### src/rtl/signed_bcd_converter_pkg.sv
// Shared definitions for the signed binary-to-BCD converter: FSM states,
// digit-correction constants and an elaboration-time helper.
package bcd_pkg;

  typedef enum logic [1:0] {
    IDLE  = 2'd0,
    LOAD  = 2'd1,
    SHIFT = 2'd2,
    DONE  = 2'd3
  } state_t;

  localparam int unsigned BCD_DIGIT_W = 4;
  localparam logic [BCD_DIGIT_W-1:0] ADJ_THRESHOLD = 4'd5;
  localparam logic [BCD_DIGIT_W-1:0] ADJ_ADD       = 4'd3;

  function automatic longint unsigned pow10(input int unsigned n);
    longint unsigned r;
    r = 1;
    for (int unsigned i = 0; i < n; i++) begin
      r = r * 10;
    end
    return r;
  endfunction

endpackage

### src/rtl/signed_bcd_converter_if.sv
// Request/result bundle between the value source and the BCD converter.
interface signed_bcd_converter_if #(
  parameter int unsigned WIDTH  = 8,
  parameter int unsigned DIGITS = 3
);
  logic [WIDTH-1:0]    in;
  logic                start;
  logic                busy;
  logic                done;
  logic                valid;
  logic                neg;
  logic [4*DIGITS-1:0] bcd;

  modport master (
    output in, start,
    input  busy, done, valid, neg, bcd
  );

  modport slave (
    input  in, start,
    output busy, done, valid, neg, bcd
  );
endinterface

### src/rtl/signed_bcd_converter_add3.sv
// Single-digit double-dabble correction: digits of 5 or more get +3 before the shift.
module bcd_add3
  import bcd_pkg::*;
(
  input  logic [BCD_DIGIT_W-1:0] d,
  output logic [BCD_DIGIT_W-1:0] q
);
  always_comb begin
    q = (d >= ADJ_THRESHOLD) ? d + ADJ_ADD : d;
  end
endmodule

### src/rtl/signed_bcd_converter.sv
// Sequential signed binary-to-BCD converter (double dabble, one bit per clock).
// Results are committed atomically so a display never sees partial digits.
module signed_bcd_converter
  import bcd_pkg::*;
#(
  parameter int unsigned WIDTH  = 8,
  parameter int unsigned DIGITS = 3,
  parameter bit          SIGNED = 1'b1,
  parameter bit          AUTO   = 1'b0
) (
  input logic                   clk,
  input logic                   rst,
  signed_bcd_converter_if.slave bus
);
  localparam int unsigned SW = BCD_DIGIT_W * DIGITS;
  localparam int unsigned CW = (WIDTH > 1) ? $clog2(WIDTH) : 1;

  if (pow10(DIGITS) <= (64'd1 << WIDTH)) begin : g_digits_check
    $error("signed_bcd_converter: DIGITS too small for WIDTH");
  end

  state_t          state;
  logic            busy_q;
  logic            done_q;
  logic            valid_q;
  logic            neg_q;
  logic [SW-1:0]   bcd_q;
  logic [WIDTH-1:0] last_in;
  logic [WIDTH-1:0] mag;
  logic [SW-1:0]   scratch;
  logic [CW-1:0]   cnt;
  logic            sign;
  logic            pending;

  logic             in_neg;
  logic [WIDTH-1:0] in_mag;
  logic [SW-1:0]    adj;
  logic [SW-1:0]    scratch_nx;
  logic [WIDTH-1:0] mag_nx;
  logic             go;

  for (genvar g = 0; g < DIGITS; g++) begin : g_adj
    bcd_add3 u_add3 (
      .d (scratch[g*BCD_DIGIT_W +: BCD_DIGIT_W]),
      .q (adj[g*BCD_DIGIT_W +: BCD_DIGIT_W])
    );
  end

  // The largest magnitude is 2^(WIDTH-1), which still fits in WIDTH unsigned bits,
  // so the WIDTH-bit negation is exact (including the most negative input).
  always_comb begin
    in_neg = SIGNED && bus.in[WIDTH-1];
    in_mag = in_neg ? (~bus.in + WIDTH'(1)) : bus.in;
    {scratch_nx, mag_nx} = {adj, mag} << 1;
    go = AUTO ? ((bus.in != last_in) || pending || !valid_q) : bus.start;
  end

  always_ff @(posedge clk or negedge rst) begin
    if (!rst) begin
      state   <= IDLE;
      busy_q  <= 1'b0;
      done_q  <= 1'b0;
      valid_q <= 1'b0;
      neg_q   <= 1'b0;
      bcd_q   <= '0;
      last_in <= '0;
      mag     <= '0;
      scratch <= '0;
      cnt     <= '0;
      sign    <= 1'b0;
      pending <= 1'b0;
    end else begin
      case (state)
        IDLE: begin
          done_q <= 1'b0;
          if (go) begin
            state  <= LOAD;
            busy_q <= 1'b1;
          end
        end
        LOAD: begin
          last_in <= bus.in;
          mag     <= in_mag;
          sign    <= in_neg;
          scratch <= '0;
          cnt     <= CW'(WIDTH - 1);
          state   <= SHIFT;
        end
        SHIFT: begin
          scratch <= scratch_nx;
          mag     <= mag_nx;
          if (AUTO && (bus.in != last_in)) begin
            pending <= 1'b1;
          end
          // Results are registered on the final shift so done and bcd appear together.
          if (cnt == '0) begin
            state   <= DONE;
            busy_q  <= 1'b0;
            done_q  <= 1'b1;
            valid_q <= 1'b1;
            bcd_q   <= scratch_nx;
            neg_q   <= sign;
          end else begin
            cnt <= cnt - CW'(1);
          end
        end
        DONE: begin
          done_q  <= 1'b0;
          pending <= 1'b0;
          state   <= IDLE;
        end
        default: state <= IDLE;
      endcase
    end
  end

  assign bus.busy  = busy_q;
  assign bus.done  = done_q;
  assign bus.valid = valid_q;
  assign bus.neg   = neg_q;
  assign bus.bcd   = bcd_q;

endmodule

### src/flat_wrapper.sv
// flat-port wrapper written by rule: the top's interface ports become plain ports
module signed_bcd_converter_flat import bcd_pkg::*;
#(
  parameter int unsigned WIDTH  = 8,
  parameter int unsigned DIGITS = 3,
  parameter bit          SIGNED = 1'b1,
  parameter bit          AUTO   = 1'b0
)
  (clk, rst, bus_in, bus_start, bus_busy, bus_done, bus_valid, bus_neg, bus_bcd);
  signed_bcd_converter_if #(.WIDTH(WIDTH), .DIGITS(DIGITS)) bus_i ();
  input logic clk;
  input logic rst;
  input wire logic [$bits(bus_i.in)-1:0] bus_in;
  input wire logic [$bits(bus_i.start)-1:0] bus_start;
  output wire logic [$bits(bus_i.busy)-1:0] bus_busy;
  output wire logic [$bits(bus_i.done)-1:0] bus_done;
  output wire logic [$bits(bus_i.valid)-1:0] bus_valid;
  output wire logic [$bits(bus_i.neg)-1:0] bus_neg;
  output wire logic [$bits(bus_i.bcd)-1:0] bus_bcd;
  assign bus_i.in = bus_in;
  assign bus_i.start = bus_start;
  assign bus_busy = bus_i.busy;
  assign bus_done = bus_i.done;
  assign bus_valid = bus_i.valid;
  assign bus_neg = bus_i.neg;
  assign bus_bcd = bus_i.bcd;
  signed_bcd_converter #(.WIDTH(WIDTH), .DIGITS(DIGITS), .SIGNED(SIGNED), .AUTO(AUTO)) u_core (.clk(clk), .rst(rst), .bus(bus_i));
endmodule
### config.mk
export PLATFORM = sky130hd
export DESIGN_NAME = signed_bcd_converter_flat
export DESIGN_NICKNAME = d
export VERILOG_FILES = /design/src/rtl/signed_bcd_converter_pkg.sv /design/src/rtl/signed_bcd_converter_if.sv /design/src/rtl/signed_bcd_converter_add3.sv /design/src/rtl/signed_bcd_converter.sv /design/src/flat_wrapper.sv
export SDC_FILE = /design/constraint.sdc
export NUM_CORES = 1
export LEC_CHECK = 0
export ABC_CLOCK_PERIOD_IN_PS = 2250
export BUFFER_PORTS_ARGS = -buffer_cell sky130_fd_sc_hd__buf_2
export CAP_MARGIN = 0
export CELL_PAD_IN_SITES_DETAIL_PLACEMENT = 1
export CELL_PAD_IN_SITES_GLOBAL_PLACEMENT = 2
export CORE_MARGIN = 2
export CORE_UTILIZATION = 30
export DETAILED_ROUTE_END_ITERATION = 6
export HOLD_SLACK_MARGIN = 0.15
export PLACE_DENSITY = 0.64
export REMOVE_ABC_BUFFERS = 1
export SLEW_MARGIN = 20
export SYNTH_ARGS = -nofsm -noshare
export SYNTH_HDL_FRONTEND = slang
export SYNTH_HIERARCHICAL = 1
export SYNTH_SLANG_ARGS = --single-unit
### constraint.sdc
create_clock -name clk -period 2.25 [get_ports clk]
set_input_delay 0.3375 -clock clk [delete_from_list [all_inputs] [get_ports clk]]
set_output_delay 0.3375 -clock clk [all_outputs]
set_load 0.03 [all_outputs]
Word level (Yosys, flattened, before mapping). Index checks and enable logic that the tools add are counted.

Add/sub/neg operators: 5. $lt $le $gt $ge: 3. Equality and inequality tests: 6. Multiplexer cells: 16. Bitwise operators: 1. Reductions and logical operators: 11.

Operators with widths (number): case mux 12 bit (2 select lines) (1); case mux 8 bit (2 select lines) (1); greater-or-equal comparator 4 x 3 -> 1 bit (second input constant) (3); adder 4 x 2 -> 4 bit (second input constant) (2); adder 8 x 1 -> 8 bit (second input constant) (1); two-way mux 4 bit (2); two-way mux 8 bit (1); NOT 8 bit (1); case mux 2 bit (4 select lines) (1); AND reduction 2 bit (4); two-way mux 3 bit (2); case mux 3 bit (2 select lines) (1); nonzero test 2 bit (3); equality test 2 bit (second input constant) (2); two-way mux 2 bit (2); != test 2 bit (second input constant) (2); case mux 1 bit (2 select lines) (2); adder 3 x 2 -> 3 bit (second input constant) (1); logical NOT 3 bit (1); two-way mux 1 bit (3); AND reduction 3 bit (1); subtractor 3 x 1 -> 3 bit (second input constant) (1); equality test 2 x 1 -> 1 bit (second input constant) (1); logical NOT 2 bit (1); other kinds (2) (2).

Bits in registers: 42. Input bits: 11. Output and inout bits: 16. Logic and storage cells: 52.

Logic depth before layout (Yosys ltp).
Depth in word-level cells: 4. Gate-level depth with buffers: 8.

Cells and area by module. The synthesis kept the hierarchy.

By module, submodules not included: signed_bcd_converter (instances 1, cells an instance 184, area an instance 2021.9 um^2); bcd_add3 (instances 3, cells an instance 16, area an instance 101.3 um^2).

Least setup slack after synthesis. No wires, ideal clock.

Path type: reg-to-reg. From: register u_core.state[0]. To: register u_core.bcd_q[0] (netlist: u_core/bus.bcd[0]). Setup time: 125 ps. Arrival: 1451 ps. Data required time: 2125 ps. Slack: 674 ps. Cell stages (with the launch flop): 8. Path buffers: 2. Period minus slack after synthesis: 1576 ps. Cell sequence: dfrtp_1 inv_1 ha_1 buf_2 and2b_4 nand2_4 buf_6 mux2_4.

Cells in the longest elaborated chain, start to end: 2.

Ends and longest elaborated chain: start: declaration (RTL line signed_bcd_converter.sv:22) `state_t state;`; start signal: assignment (RTL line signed_bcd_converter.sv:60) `state <= IDLE;`; start signal: assignment (RTL line signed_bcd_converter.sv:77) `state <= LOAD;`; start signal: assignment (RTL line signed_bcd_converter.sv:87) `state <= SHIFT;`; equality test 2 bit (RTL line signed_bcd_converter.sv:73) `case (state)`; AND reduction 2 bit (no source line); end signal: assignment (RTL line signed_bcd_converter.sv:101) `bcd_q <= scratch_nx;`; end: declaration (RTL line signed_bcd_converter.sv:27) `logic [SW-1:0] bcd_q;`.

No other way between the ends. A chain may end at the register's enable or synchronous reset.

Final worst setup path.
From: register u_core.state[0]. To: register u_core.scratch[9].

Cells in the longest elaborated chain, start to end: 2. Elaborated cells on any way between the ends: 4.

Ends and longest elaborated chain: equality test 2 bit / equality test 2 x 1 -> 1 bit (equally long branches) (RTL line signed_bcd_converter.sv:73); case mux 12 bit (2 select lines) / nonzero test 2 bit (equally long branches); end signal: assignment (RTL line signed_bcd_converter.sv:90) `scratch <= scratch_nx;`; end: declaration (RTL line signed_bcd_converter.sv:30) `logic [SW-1:0] scratch;`.

Parallel ways exist; a longest one is shown, timed or not.

==> flow_summary_export.csv <==
group,metric,value,unit
worst_setup_path,r2r_end,"u_core/scratch[9]",
die,start_util,31.5,%
die,dieHeight,91.7,µm
synthesis,netlist_area,0.00231,mm²
placement,dp_hpwl,3.26,mm
cts,path_clk_slew,0.08,ns
drt,wl,4.64,mm
cells_and_area,regArea,0.00105,mm²
timing,slew_viol_final,0,
timing,hold_viol,0,
grt,antenna_found_initial,0,
min_path,hold_depth,3,
timing,worstMarginPinSlew,0.571,ns
synthesis,synthCells,228,
timing,worst_hold_slack,0.312,ns
worst_setup_path,ff2ff_path_depth,5,
grt,grt_pass1_wl,8.02,mm
drt,drt_iter0_markers,50,
cts,numCtsBuffers,5,
timing,relSlewSlack,61.9,%
die,num_rows,31,
timing,period_share,77.4,%
cells_and_area,instances_no_fill,355,
grt,grt_max_degree,43,
worst_setup_path,crit-reg2reg-launch,"u_core/state[0]",
placement,routabilityCongestion,0.687,
timing,fmax,574,MHz
synthesis,yosys_warnings,6,
die,io_pins,27,
worst_setup_path,startpoint_type,"flop",
cells_and_area,n_antenna_cell,0,
pwr,p_per_area,999,mW/mm²
pwr,ir_worst_vdd,298,µV
grt,grtUsageTotal,12.0,%
cells_and_area,multi_input_comb_area,0.00109,mm²
min_path,min_from,"bus_in[0]",
cts,tritoncts,"done",
cts,root_buffer,"clkbuf_8",
die,fp.dieW,91.7,µm
min_path,worstHoldPathType,"input port to flop",
worst_setup_path,arrival,1.96,ns
die,dieArea,0.00840,mm²
grt,grt_pass1_vias,1624,
cells_and_area,syn_to_final_growth,14.5,%
worst_setup_path,cp.required,2.46,ns
worst_setup_path,end_kind,"flop",
worst_setup_path,critPathMaxFanout,19,
cells_and_area,fillers,840,
cells_and_area,drive_gt1_share,24.2,%
cts,cts.htree.levels,2,
worst_setup_path,rrSetupSlack,0.51,ns
pwr,leakage,1.30,nW
timing,min_period,1.74,ns
worst_setup_path,critPathKind,"flop to flop",
run_status,status,"finished clean",
synthesis,avgSynthCellArea,10.1,µm²
placement,port_buffers,26,
grt,overflow,0,
flow_run,maxCapViolations,0,
cts,cts_sinks,42,
drt,dr.pass1.iters,4,
pwr,power.total,0.00264,W
timing,skew,0.00678,ns
cts,ctsResizeCount,0,
timing,setup_tns,0,ns
cts,insertion_delay,0.30,ns
timing,rsz0062_at_grt,"false",
cts,clk_path_buf_depth,2,
min_path,min_to,"u_core/mag[0]",
cells_and_area,fin_nets,279,
drt,wl_per_cell,13.1,µm
timing,setup_viol,0,
drt,vias,1634,
drt,drc,0,
placement,dp.cells,346,
die,core_area,0.00733,mm²
drt,drtAntennaViolNets,0,
drt,routed_via_density,4.60,
## worst max-delay path, cell delays in order, from the launching register on
cell and delay (ns):
dfrtp_1 0.39, inv_1 0.09, ha_1 0.66, buf_4 0.31
nand3_1 0.10, o21ai_0 0.10
## power by group
| part | internal [W] | leakage (nW) | switching (W) |
|---|---|---|---|
| sequential | 0.000926 | 0.546 | 0.0000921 |
| combinational | 0.000423 | 0.707 | 0.000679 |
| clock | 0.000247 | 0.0472 | 0.000270 |
## cells in the final DEF, fill, tap and decap left out, drive strengths merged, types with 2 or more instances in the layout
cell	count
nand2b	8
buf	30
ha	13
mux2i	5
inv	30
xnor2	4
xor2	3
clkbuf	6
nor2	7
o21ai	23
o221ai	4
a21oi	7
nor2b	3
nand2	21
nand3	14
mux2	17
nand3b	2
dfrtp	42
## per-stage QoR
stage / worst slack (ns) / utilization (%) / area, µm²
2_1_floorplan: 0.276 / - / 2250
3_3_place_gp: 0.589 / 34.6 / 2530
3_5_place_dp: 0.503 / 34.6 / 2530
4_1_cts: 0.499 / 36.0 / 2640
5_1_grt: 0.294 / 36.0 / 2640
6_report: 0.508 / 36.0 / 2640
## registers in the layout (all words and copies together), names as in the netlist
name,cells
u_core/bus.done,1
u_core/mag,8
u_core/bus.busy,1
u_core/sign,1
u_core/bus.neg,1
u_core/scratch,12
u_core/bus.valid,1
u_core/state,2
u_core/bus.bcd,12
u_core/cnt,3
## repair_timing
action	in CTS	in global routing
hold buffers	1	0
setup buffers	0	0
hold endpoints to repair	42	0
## cell type report
type                            instances  area share [%]
Inverter                               30            4.27
Tap cell                               99            4.69
Sequential cell                        42            39.8
Timing Repair Buffer                   31            6.45
Clock inverter                          2           0.474
Multi-Input combinational cell        145            41.2
Clock buffer                            6            3.13
## worst max-delay path by stage
| stage | end | startpoint | cells after the start |
|---|---|---|---|
| 2_1_floorplan | u_core/bus.bcd[0] | u_core/state[0] | 5 |
| 3_3_place_gp | u_core/state[1] | u_core/state[0] | 5 |
| 3_5_place_dp | u_core/scratch[9] | u_core/state[0] | 5 |
| 4_1_cts | u_core/scratch[9] | u_core/state[0] | 5 |
| 5_1_grt | u_core/scratch[9] | u_core/state[0] | 5 |
| 6_report | u_core/scratch[9] | u_core/state[0] | 5 |
## layer usage
metal	global-route usage, %	routed length [µm]
met5	0	0
met4	4.17	74
met3	2.71	154
met2	19.2	2110
met1	15.9	2300
Power figures use the tool's default switching activity.
